[src/rtl/instr_fetch.sv]
// instr_fetch: instruction fetch unit with a single outstanding memory read
// and a two-entry FIFO of {pc, instruction} pairs in front of decode.
// Index 0 of every address/data bus is the MSB.
module instr_fetch #(
  parameter int ADDR_W    = 32,
  parameter int INSTR_W   = 32,
  parameter int BUF_DEPTH = 2   // only 2 is supported
) (
  input  logic               clk,
  input  logic               rst,        // asynchronous, active low
  input  logic [0:ADDR_W-1]  pc_in,
  output logic               pc_en,
  input  logic               flush,
  output logic               imem_req,
  output logic [0:ADDR_W-1]  imem_addr,
  input  logic               imem_ack,
  input  logic [0:INSTR_W-1] imem_rdata,
  output logic               ir_valid,
  input  logic               ir_ready,
  output logic [0:INSTR_W-1] ir_out,
  output logic [0:ADDR_W-1]  ir_pc
);

  localparam int CNT_W = $clog2(BUF_DEPTH + 1);
  localparam int PTR_W = $clog2(BUF_DEPTH);
  localparam logic [CNT_W:0]   DEPTH_OCC = (CNT_W + 1)'(BUF_DEPTH);
  localparam logic [CNT_W-1:0] CNT_ONE   = CNT_W'(1);
  localparam logic [PTR_W-1:0] PTR_ONE   = PTR_W'(1);

  typedef enum logic [1:0] {
    IDLE  = 2'd0,
    WAIT  = 2'd1,
    DRAIN = 2'd2
  } state_e;

  state_e             state_q, state_d;
  logic [0:ADDR_W-1]  req_pc_q, req_pc_d;
  logic               pc_en_q, pc_en_d;
  logic [CNT_W-1:0]   count_q, count_d;
  logic [PTR_W-1:0]   wr_ptr_q, wr_ptr_d;
  logic [PTR_W-1:0]   rd_ptr_q, rd_ptr_d;
  logic [0:INSTR_W-1] buf_instr_q [BUF_DEPTH];
  logic [0:ADDR_W-1]  buf_pc_q    [BUF_DEPTH];

  logic               pending;
  logic               push;
  logic               pop;
  logic [CNT_W:0]     occupancy;

  // A read is outstanding whenever the FSM is away from IDLE.
  assign pending   = (state_q != IDLE);
  // Buffered entries plus the in-flight one; a new read may only start
  // when there is guaranteed room for its data.
  assign occupancy = {1'b0, count_q} + {{CNT_W{1'b0}}, pending};
  // Returning data is kept only if no flush arrives with it.
  assign push      = (state_q == WAIT) && imem_ack && !flush;
  // An empty buffer ignores ir_ready.
  assign pop       = (count_q != '0) && ir_ready;

  // FSM next state, request capture and the one-cycle pc_en pulse
  always_comb begin
    state_d  = state_q;
    req_pc_d = req_pc_q;
    pc_en_d  = 1'b0;
    case (state_q)
      IDLE: begin
        if (!flush && (occupancy < DEPTH_OCC)) begin
          state_d  = WAIT;
          req_pc_d = pc_in;
          pc_en_d  = 1'b1;
        end
      end
      WAIT: begin
        // An ack ends the read whether or not flush discards its data.
        if (imem_ack) begin
          state_d = IDLE;
        end else if (flush) begin
          state_d = DRAIN;
        end
      end
      DRAIN: begin
        // Wait out the abandoned read; its data is never buffered.
        if (imem_ack) begin
          state_d = IDLE;
        end
      end
      default: state_d = IDLE;
    endcase
  end

  // FIFO occupancy and pointer update; flush wins over push and pop
  always_comb begin
    count_d  = count_q;
    wr_ptr_d = wr_ptr_q;
    rd_ptr_d = rd_ptr_q;
    if (flush) begin
      count_d  = '0;
      wr_ptr_d = '0;
      rd_ptr_d = '0;
    end else begin
      if (push) begin
        wr_ptr_d = wr_ptr_q + PTR_ONE;
      end
      if (pop) begin
        rd_ptr_d = rd_ptr_q + PTR_ONE;
      end
      if (push && !pop) begin
        count_d = count_q + CNT_ONE;
      end else if (!push && pop) begin
        count_d = count_q - CNT_ONE;
      end
    end
  end

  // Control state registers with asynchronous active-low reset
  always_ff @(posedge clk or negedge rst) begin
    if (!rst) begin
      state_q  <= IDLE;
      req_pc_q <= '0;
      pc_en_q  <= 1'b0;
      count_q  <= '0;
      wr_ptr_q <= '0;
      rd_ptr_q <= '0;
    end else begin
      state_q  <= state_d;
      req_pc_q <= req_pc_d;
      pc_en_q  <= pc_en_d;
      count_q  <= count_d;
      wr_ptr_q <= wr_ptr_d;
      rd_ptr_q <= rd_ptr_d;
    end
  end

  // Fetch buffer storage; cleared on reset so the head reads zero
  always_ff @(posedge clk or negedge rst) begin
    if (!rst) begin
      for (int i = 0; i < BUF_DEPTH; i++) begin
        buf_instr_q[i] <= '0;
        buf_pc_q[i]    <= '0;
      end
    end else if (push) begin
      buf_instr_q[wr_ptr_q] <= imem_rdata;
      buf_pc_q[wr_ptr_q]    <= req_pc_q;
    end
  end

  // The request stays asserted with a stable address through WAIT and
  // DRAIN so the memory handshake completes; DRAIN never starts a new read.
  assign imem_req  = pending;
  assign imem_addr = req_pc_q;
  assign pc_en     = pc_en_q;

  assign ir_valid  = (count_q != '0);
  assign ir_out    = buf_instr_q[rd_ptr_q];
  assign ir_pc     = buf_pc_q[rd_ptr_q];

endmodule

[config.mk]
export PLATFORM = sky130hd
export DESIGN_NAME = instr_fetch
export DESIGN_NICKNAME = d
export VERILOG_FILES = /design/src/rtl/instr_fetch.sv
export SDC_FILE = /design/constraint.sdc
export NUM_CORES = 1
export LEC_CHECK = 0
export CAP_MARGIN = 10
export CORE_ASPECT_RATIO = 0.7
export CORE_UTILIZATION = 50
export DETAILED_ROUTE_END_ITERATION = 6
export GPL_ROUTABILITY_DRIVEN = 0
export PLACE_DENSITY = 0.86
export SLEW_MARGIN = 40
export SYNTH_ARGS = -nofsm -noshare
export SYNTH_HDL_FRONTEND = slang
export SYNTH_SLANG_ARGS = --single-unit
[constraint.sdc]
create_clock -name clk -period 2.3 [get_ports clk]
set_input_delay 0.46 -clock clk [delete_from_list [all_inputs] [get_ports clk]]
set_output_delay 0.46 -clock clk [all_outputs]
set_load 0.1 [all_outputs]
Yosys cells after proc, flatten, opt, wreduce, memory -nomap -nowiden
Index checks and enable logic that the tools add are counted.
Widths: inputs -> output; s select.
Word-level totals
  bits in registers: 167
  bits of input ports: 69
  output and inout port bits: 99
  word-level logic and storage cells: 68
Cells by class
  add/sub/neg operators: 5
  $lt $le $gt $ge: 4
  equality and inequality tests: 5
  muxes and demuxes: 24
  bitwise gates (word level): 2
  reduce and logical (&&, ||, !) cells: 18
Operator list (number)
  $mux 32: 7
  $bwmux 64: 2
  $demux 32 s1: 1
  $mux 2: 7
  $reduce_bool 2->1: 4
  $logic_and 1x1->1: 7
  $mux 1: 6
  $pmux 2 s3: 1
  $ge 2x2->1 const B: 2
  $ne 2x2->1 const B: 2
  $not 1->2: 2
  $add 2x1->3: 1
  $logic_not 1->1: 3
  $lt 3x2->1 const B: 1
  $ne 3x3->1 const B: 1
  $reduce_and 3->1: 1
  $reduce_bool 3->1: 1
  $add 1x1->1 const B: 2
  $add 2x1->2 const B: 1
  $eq 2x1->1 const B: 1
  $eq 2x2->1 const B: 1
  $logic_not 2->1: 1
  $lt 2x1->1 const B: 1
  $reduce_and 2->1: 1
  $sub 2x1->2 const B: 1

Longest topological paths before layout
Gate-level depths: netlist of run 1.
  word-level depth: 8
  gate-level depth with buffers: 6
  depth with buffers taken out: 3

Least setup slack after synthesis of run 1
Ideal clock, no wire load.
  kind: register to output
  from: register rd_ptr_q
  to: output port ir_out[0] in the netlist's numbering
  data arrival time: 1.572 ns
  required time: 1.840 ns
  path slack: 0.268 ns
  stages on the path, launching flop included: 4
  path buffers: 2
  cell sequence: dfrtp_1 -> clkbuf_1 -> clkbuf_1 -> mux2_2
On the way
  word-level cells in the longest chain between the ends: 4
RTL lines
  start: declaration: RTL line 41  | logic [PTR_W-1:0] rd_ptr_q, rd_ptr_d;
  start signal: assignment: RTL line 130  | rd_ptr_q <= rd_ptr_d;
  $not 1->2 (implied by the code): RTL line 154  | assign ir_out = buf_instr_q[rd_ptr_q];
  $mux 32 (implied by the code) (3 in series): RTL line 154
  end: declaration: RTL line 20  | output logic [0:INSTR_W-1] ir_out,
No other way between the ends. The select of a mux whose other input is x is not followed.

Worst setup path in the final report of run 1
  from: register rd_ptr_q
  to: output port ir_pc[18] in the netlist's numbering
On the way
  word-level cells in the longest chain between the ends: 4
RTL lines
  $not 1->2 (implied by the code): RTL line 155  | assign ir_pc = buf_pc_q[rd_ptr_q];
  $mux 32 (implied by the code) (3 in series): RTL line 155
  end: declaration: RTL line 21  | output logic [0:ADDR_W-1] ir_pc
No other way between the ends. The select of a mux whose other input is x is not followed.

==> parameters.txt, run 1 <==
Parameter                              Value

STA
  Fin Hold WS    0.489 ns
  Relative slew slack    0.701
  Worst-Margin Slew    0.449 ns
  Final setup viols    0
  Final-report max-slew violation count    0
  Shortest clock period the worst path allows after layout    2.12 ns
  Worst setup skew after layout    0.0100 ns
  Peak Freq    0.471 GHz
  Hold violation total from the final report    0
  Part of the cycle the worst path needs    0.922
  Unrepaired setup endpoints after global routing    false
  Post-Route Setup TNS    0 ns

Global routing
  Fraction of met1 tracks used by global routing    0.283
  Overflow left after global routing    0
  Met3 global-route usage    0.0544
  Antenna violations before repair    0
  Global Route met2 Usage    0.385
  Largest net degree at the start of global routing    64
  Combined global-route utilization of all metal layers    0.222
  First-pass GRT wire length    25.9 mm
  Number of global-route vias before repair    4857
  Global routing's busiest layer    met2

Clock network
  Cts bufs inserted    17
  Clock transition at the register clock pins on the worst setup and hold paths after CTS    0.06 ns
  Clock sinks    167
  Number of buffers on the longest clock path    2
  CTS tree    done
  Number of levels in the clock H-tree    4
  Cells resized by post-CTS repair    0
  Cell at the root of the clock tree    sky130_fd_sc_hd__clkbuf_16
  Clock latency at the later pin of the worst-skew pair    0.41 ns

Power
  Peak ir drop on the vdd network    912 uV
  Power, Total    0.0161 W
  Areal power density over the cells    1530 nW/um2
  Leak pwr    4.83 nW

Flow run
  Max-cap violation count    0

Drt
  Average wire per standard cell    19.3 um
  Number of vias per cell    5.22
  DR pass1 iterations    4
  Drt drc    0
  Overall via count from detail_route    4299
  Post-route ant nets    0
  Final Routed Wirelength    15.9 mm
  Detailed Route Iter0 Violations    169

Setup path
  Slowest cell on crit path    sky130_fd_sc_hd__dfrtp_2
  Required time reported for the critical path endpoint    1.84 ns
  Critical path's top delay family    flip-flops
  Crit Path Max Fanout    27
  Crit path buffers/inverters    2
  Setup Crit Path Kind    register to output port
  Kind of start point of the critical path    register
  CP dominant cell by count    sky130_fd_sc_hd__buf_12
  Kind of end point of the critical path    output port
  Cells along the critical path    buf_12 > mux2_2 > buf_12
  Arrival time reported for the critical path endpoint    1.66 ns
  CP max stage delay    0.45 ns

Yosys
  Top cell type by total area after synthesis    sky130_fd_sc_hd__dfrtp_1
  Synthesized cell area    7340 um2
  Yosys synthesis warning count    0
  Post-Syn Instances    442
  Synthesized area divided by synthesized cell count    16.6 um2
  Leading cell types by total area after synthesis    sky130_fd_sc_hd__dfrtp_1 57%, sky130_fd_sc_hd__mux2_2 25%, sky130_fd_sc_hd__mux2_4 12%
  Area share of the largest cell type after synthesis    0.569
  Post-Syn Nets    511
  Yosys reg bits    167
  Cell variety after synth    24
  Share of the yosys chip area belonging to registers    0.569

Finish
  Post-layout net count    689
  N_diodes    0
  Leading cell types in the layout, fill and taps excluded    166 x sky130_fd_sc_hd__dfrtp_1, 160 x sky130_fd_sc_hd__mux2_2, 74 x sky130_fd_sc_hd__buf_12, 67 x sky130_fd_sc_hd__clkdlybuf4s50_1, 60 x sky130_fd_sc_hd__mux2_4
  Fill cell count    866
  Most common cell after layout, fill and taps aside    sky130_fd_sc_hd__dfrtp_1
  Final std cells w/o fill    823
  Proportion of layout cells with a drive suffix above 1    0.594
  Layout area overhead    42.9%
  Summed area of non-filler cells in the final layout    10500 um2

Die
  IO Pins    168
  FP Rows    36
  Starting Density    0.519
  Floorplan die width    147 um
  Die Outline Area    15200 um2
  Die Y-Extent    103 um
  Area of the core region    14100 um2

Min path
  Hold crit path type    register to register

Run status
  Result of the run    finished, final reports clean

Placed design
  Placed Instances    789
  Count of input and output buffers    167
  Placement-stage cell area    9840 um2
  Half-perimeter wire length after detailed placement    10.7 mm
## worst paths after layout
path | from | end | slack (ns) | cells after the start
max reg2reg | state_q[0] | buf_pc_q[35] | 0.46 | 5
min reg2reg | buf_instr_q[47] | buf_instr_q[47] | 0.49 | 1
max in group asynchronous | rst | imem_addr[28] | 1.06 | 3
min in group asynchronous | rst | buf_instr_q[10] | 0.56 | 2
min | buf_instr_q[47] | buf_instr_q[47] | 0.49 | 1
max | rd_ptr_q | ir_pc[18] | 0.18 | 3
## Yosys cell counts
| cell | count |
|---|---|
| sky130_fd_sc_hd__nor4_2 | 1 |
| sky130_fd_sc_hd__mux2_2 | 160 |
| sky130_fd_sc_hd__o21ai_0 | 2 |
| sky130_fd_sc_hd__buf_12 | 6 |
| sky130_fd_sc_hd__a21bo_2 | 1 |
| sky130_fd_sc_hd__mux2_1 | 6 |
| sky130_fd_sc_hd__mux2_4 | 60 |
| sky130_fd_sc_hd__a2111oi_0 | 1 |
| sky130_fd_sc_hd__nand2b_1 | 1 |
| sky130_fd_sc_hd__nor2_1 | 5 |
| sky130_fd_sc_hd__nor3_4 | 1 |
| sky130_fd_sc_hd__a21oi_1 | 1 |
| sky130_fd_sc_hd__dfrtp_1 | 167 |
| sky130_fd_sc_hd__clkbuf_1 | 7 |
| sky130_fd_sc_hd__or3b_1 | 1 |
| sky130_fd_sc_hd__nor2b_1 | 2 |
| sky130_fd_sc_hd__o311a_1 | 1 |
| sky130_fd_sc_hd__nand3b_4 | 1 |
| sky130_fd_sc_hd__or2_2 | 2 |
| sky130_fd_sc_hd__buf_6 | 2 |
| sky130_fd_sc_hd__xor2_1 | 2 |
| sky130_fd_sc_hd__inv_1 | 1 |
| sky130_fd_sc_hd__buf_2 | 10 |
| sky130_fd_sc_hd__nand2_1 | 1 |
## per-layer routing
metal / up-vias / wire, um
met3: 11 / 799
li1: 1938 / -
met2: 110 / 7850
met1: 2240 / 7090
met4: 0 / 119
met5: - / 0
## stage by stage
stage               worst slack (ns)  utilization
floorplan                      0.268            -
global placement              0.0412        0.696
detailed placement          -0.00571        0.696
CTS                            0.159        0.742
global route                   0.134        0.742
finish                         0.179        0.742
## logic make-up after synthesis
logic type / after synthesis / synth area share
multiplexers: 226 / 0.377
flip-flops: 167 / 0.569
buffers and inverters: 26 / 0.0303
AND/OR/NAND/NOR: 15 / 0.0152
AO/OA/AOI/OAI: 6 / 0.00596
XOR/XNOR: 2 / 0.00239
## power breakdown
part / switching [W] / internal, W
combinational: 0.00543 / 0.00322
clock: 0.00123 / 0.00180
sequential: 0.000566 / 0.00382
## sequential cells by signal, indices dropped and copies added, names as in the netlist
| signal | cells |
|---|---|
| state_q | 2 |
| count_q | 2 |
| pc_en | 1 |
| imem_addr | 32 |
| buf_instr_q | 64 |
| buf_pc_q | 64 |
| wr_ptr_q | 1 |
| rd_ptr_q | 1 |
## timing repair
| action | CTS | global route |
|---|---|---|
| endpoints found under the setup margin | 3 | 0 |
| hold buffers | 1 | 0 |
| hold endpoints to repair | 46 | 0 |
| setup buffers | 1 | 0 |
## worst reg2reg max path, cell delays in order, from the launching register on
cell,delay (ns)
sky130_fd_sc_hd__dfrtp_1,0.52
sky130_fd_sc_hd__nand3b_4,0.11
sky130_fd_sc_hd__buf_4,0.18
sky130_fd_sc_hd__nor3_4,0.23
sky130_fd_sc_hd__buf_12,0.27
sky130_fd_sc_hd__mux2_2,0.41
## cell type report
cell class / instances / area, um2 / share of cell area
Timing Repair Buffer: 184 / 2480 / 0.236
Clock buffer: 19 / 453 / 0.0432
Sequential cell: 167 / 4180 / 0.398
Inverter: 1 / 3.75 / 0.000358
Multi-Input combinational cell: 249 / 2950 / 0.282
Clock inverter: 13 / 184 / 0.0175
Tap cell: 190 / 238 / 0.0227
No activity file was read; power rests on OpenSTA's default activity.
==> run 2: changes to the inputs <==
--- a/config.mk
+++ b/config.mk
@@ -5,8 +5,8 @@
 export SDC_FILE = /design/constraint.sdc
 export NUM_CORES = 1
 export LEC_CHECK = 0
+export ABC_AREA = 1
 export CAP_MARGIN = 10
-export CORE_ASPECT_RATIO = 0.7
 export CORE_UTILIZATION = 50
 export DETAILED_ROUTE_END_ITERATION = 6
 export GPL_ROUTABILITY_DRIVEN = 0
==> run 2 against run 1 <==
Against the previous run: utilization down 0.11 points; register-to-register slack better by 0.32 ns; via count up 39%; sequential share of layout area up 0.33 points; critical path depth up 1; first-iteration DRC count up 110%; synthesized area down 0.66%.
==> parameters.txt, run 2 <==
Parameter                              Value

Yosys
  Synth cell count leaders    236 x sky130_fd_sc_hd__nand2_1, 171 x sky130_fd_sc_hd__o21ai_0, 167 x sky130_fd_sc_hd__dfrtp_1, 139 x sky130_fd_sc_hd__inv_1, 41 x sky130_fd_sc_hd__o21ai_2
  Xor and xnor area share after synthesis    0
  Yosys reg bits    167
  Leading cell types by total area after synthesis    sky130_fd_sc_hd__dfrtp_1 57%, sky130_fd_sc_hd__nand2_1 12%, sky130_fd_sc_hd__o21ai_0 12%
  Post-synth EDFFs    0
  Area fraction in and, or, nand and nor cells after synthesis    0.134
  Share of async-settable or async-resettable flops after synthesis    1.00
  Top cell type by total area after synthesis    sky130_fd_sc_hd__dfrtp_1
  Arithmetic-cell share of the synthesized area counting full adders, half adders and majority gates    0
  Area share of the largest cell type after synthesis    0.573
  Yosys synthesis warning count    0
  Post-Syn Instances    834
  Share of the synthesized area in compound gates (AO/OA/AOI/OAI)    0.178
  Cell with the most instances after synthesis    sky130_fd_sc_hd__nand2_1
  Cell variety after synth    18
  Top_reg_cell synth    sky130_fd_sc_hd__dfrtp_1
  Post-Syn Nets    903
  Synthesized cell area    7300 um2
  Synthesized area divided by synthesized cell count    8.75 um2
  Share of the yosys chip area belonging to registers    0.573
  Main combinational cell family by area after synthesis    compound AO/OA/AOI/OAI gates
  Mux contribution to synthesized area    0

Setup path
  Critical path's top delay family    buffers and inverters
  Kind of end point of the critical path    output port
  Kind of start point of the critical path    register
  Crit Path Max Fanout    32
  Setup Crit Path Kind    register to output port
  Arrival time reported for the critical path endpoint    1.81 ns
  Cells along the critical path    clkinv_4 > buf_12 > o21ai_1 > buf_12
  Slowest cell on crit path    sky130_fd_sc_hd__dfrtp_1
  Required time reported for the critical path endpoint    1.84 ns
  Crit path buffers/inverters    3
  CP dominant cell by count    sky130_fd_sc_hd__buf_12
  CP max stage delay    0.44 ns

Clock network
  Clock transition at the register clock pins on the worst setup and hold paths after CTS    0.06 ns
  Setup Fix Bufs, Post-CTS    0
  Cts bufs inserted    17
  Number of buffers on the longest clock path    2
  Clock sinks    167
  Cell at the root of the clock tree    sky130_fd_sc_hd__clkbuf_16
  CTS tree    done
  Clock latency at the later pin of the worst-skew pair    0.42 ns
  Number of levels in the clock H-tree    4

Die
  Area of the core region    14000 um2
  Die Outline Area    15100 um2
  Die Y-Extent    123 um
  FP Rows    43
  Starting Density    0.520
  IO Pins    168
  Floorplan die width    123 um

Global routing
  Number of global-route vias before repair    5642
  Combined global-route utilization of all metal layers    0.240
  Largest net degree at the start of global routing    75
  Global routing's busiest layer    met2
  Global Route met2 Usage    0.381
  Fraction of met1 tracks used by global routing    0.313
  Overflow left after global routing    0
  Met3 global-route usage    0.0832
  First-pass GRT wire length    27.6 mm
  Antenna violations before repair    0

STA
  Worst setup skew after layout    0.00713 ns
  Shortest clock period the worst path allows after layout    2.27 ns
  Relative slew slack    0.708
  Hold violation total from the final report    0
  Unrepaired setup endpoints after global routing    true
  Part of the cycle the worst path needs    0.987
  Peak Freq    0.441 GHz
  Final-report max-slew violation count    0
  Worst-Margin Slew    0.438 ns
  Final setup viols    0

Finish
  Summed area of non-filler cells in the final layout    10400 um2
  Most common cell after layout, fill and taps aside    sky130_fd_sc_hd__nand2_1
  Layout area overhead    42.6%
  Leading cell types in the layout, fill and taps excluded    236 x sky130_fd_sc_hd__nand2_1, 167 x sky130_fd_sc_hd__dfrtp_1, 137 x sky130_fd_sc_hd__inv_1, 107 x sky130_fd_sc_hd__o21ai_0, 76 x sky130_fd_sc_hd__buf_12
  Post-layout net count    1057
  Proportion of layout cells with a drive suffix above 1    0.220
  N_diodes    0

Drt
  DR pass1 iterations    5
  Final Routed Wirelength    17.0 mm
  Number of vias per cell    5.07
  Overall via count from detail_route    5978
  Detailed Route Iter0 Violations    358
  Drt drc    0
  Average wire per standard cell    14.4 um
  Post-route ant nets    0

Run status
  Result of the run    finished, final reports clean

Flow run
  Max-cap violation count    0

Min path
  Hold crit path type    register to register

Placed design
  Count of input and output buffers    167
  Placement-stage cell area    9820 um2
  Half-perimeter wire length after detailed placement    11.4 mm
run 2: cell count changes after synthesis, sizes merged, moves of 4 or more:
cell / change
nand3: +5
mux2: -226
nand2: +235
inv: +138
clkbuf: +5
o21ai: +224
buf: +19
nand4: +4
run 2: path summary, 6_finish.rpt:
path	startpoint	to	slack, ns	cells past startpoint
worst max-delay path	rd_ptr_q	ir_out[14]	0.03	4
max in group asynchronous	rst	buf_instr_q[47]	1.08	3
min in group asynchronous	rst	buf_instr_q[23]	0.52	2
worst max register to register	state_q[1]	buf_instr_q[16]	0.78	6
worst min-delay path	buf_pc_q[35]	buf_pc_q[35]	0.48	2
worst min register to register	buf_pc_q[35]	buf_pc_q[35]	0.48	2
run 2: repair_timing:
item	in CTS	in global routing
hold endpoints to repair	42	0
endpoints found under the setup margin	6	8
gates resized for setup	1	3
hold buffers	1	0
cloned	0	1
run 2: kinds of logic (layout without fill, tap and decap cells):
family / count (synthesis) / in the layout
simple gates: 251 / 251
compound gates: 228 / 228
buf+inv: 188 / 353
flops: 167 / 167
run 2: metal layers:
metal	part of all wire	wire length (um)
met1	0.42	7080
met2	0.49	8380
met3	0.078	1320
met4	0.012	196
met5	0	0
run 2: worst register-to-register path, cell delays in order, from the launching register on:
cell and delay (ns):
sky130_fd_sc_hd__dfrtp_1 0.38, sky130_fd_sc_hd__inv_1 0.12, sky130_fd_sc_hd__nand3_2 0.13, sky130_fd_sc_hd__nor3_4 0.27
sky130_fd_sc_hd__buf_12 0.31, sky130_fd_sc_hd__nand2_1 0.13, sky130_fd_sc_hd__o21ai_0 0.09
run 2: area by class of cell:
class	instances	area [um2]
Clock buffer	23	468
Clock inverter	7	95.1
Fill cell	936	3640
Inverter	139	527
Multi-Input combinational cell	479	2410
Sequential cell	167	4180
Tap cell	180	225
Timing Repair Buffer	183	2500
Timing Repair inverter	1	5.00
run 2: per-stage QoR:
step	utilization	std cells	TNS (ns)	setup WS, ns	hold WS (ns)
global route	0.741	1179	-0.127	-0.0324	0.493
detailed placement	0.699	1147	0	0.265	0.410
floorplan	-	834	-8.25	-0.243	0.164
CTS	0.740	1178	0	0.0275	0.486
global placement	0.699	1147	0	0.338	0.412
finish	0.741	1179	0	0.0307	0.482
Power of run 2 is not shown: default switching activity piles up to over one toggle a cycle in this logic, so the estimate is an artifact.
==> run 3: changes to the inputs <==
--- a/config.mk
+++ b/config.mk
@@ -10,6 +10,7 @@
 export CORE_UTILIZATION = 50
 export DETAILED_ROUTE_END_ITERATION = 6
 export GPL_ROUTABILITY_DRIVEN = 0
+export HOLD_SLACK_MARGIN = 0.02
 export PLACE_DENSITY = 0.86
 export SLEW_MARGIN = 40
 export SYNTH_ARGS = -nofsm -noshare
==> results of run 3 <==
The final DEF is identical to that of run 2; final timing and power are the same.
Power of run 3 is left out for the same reason.
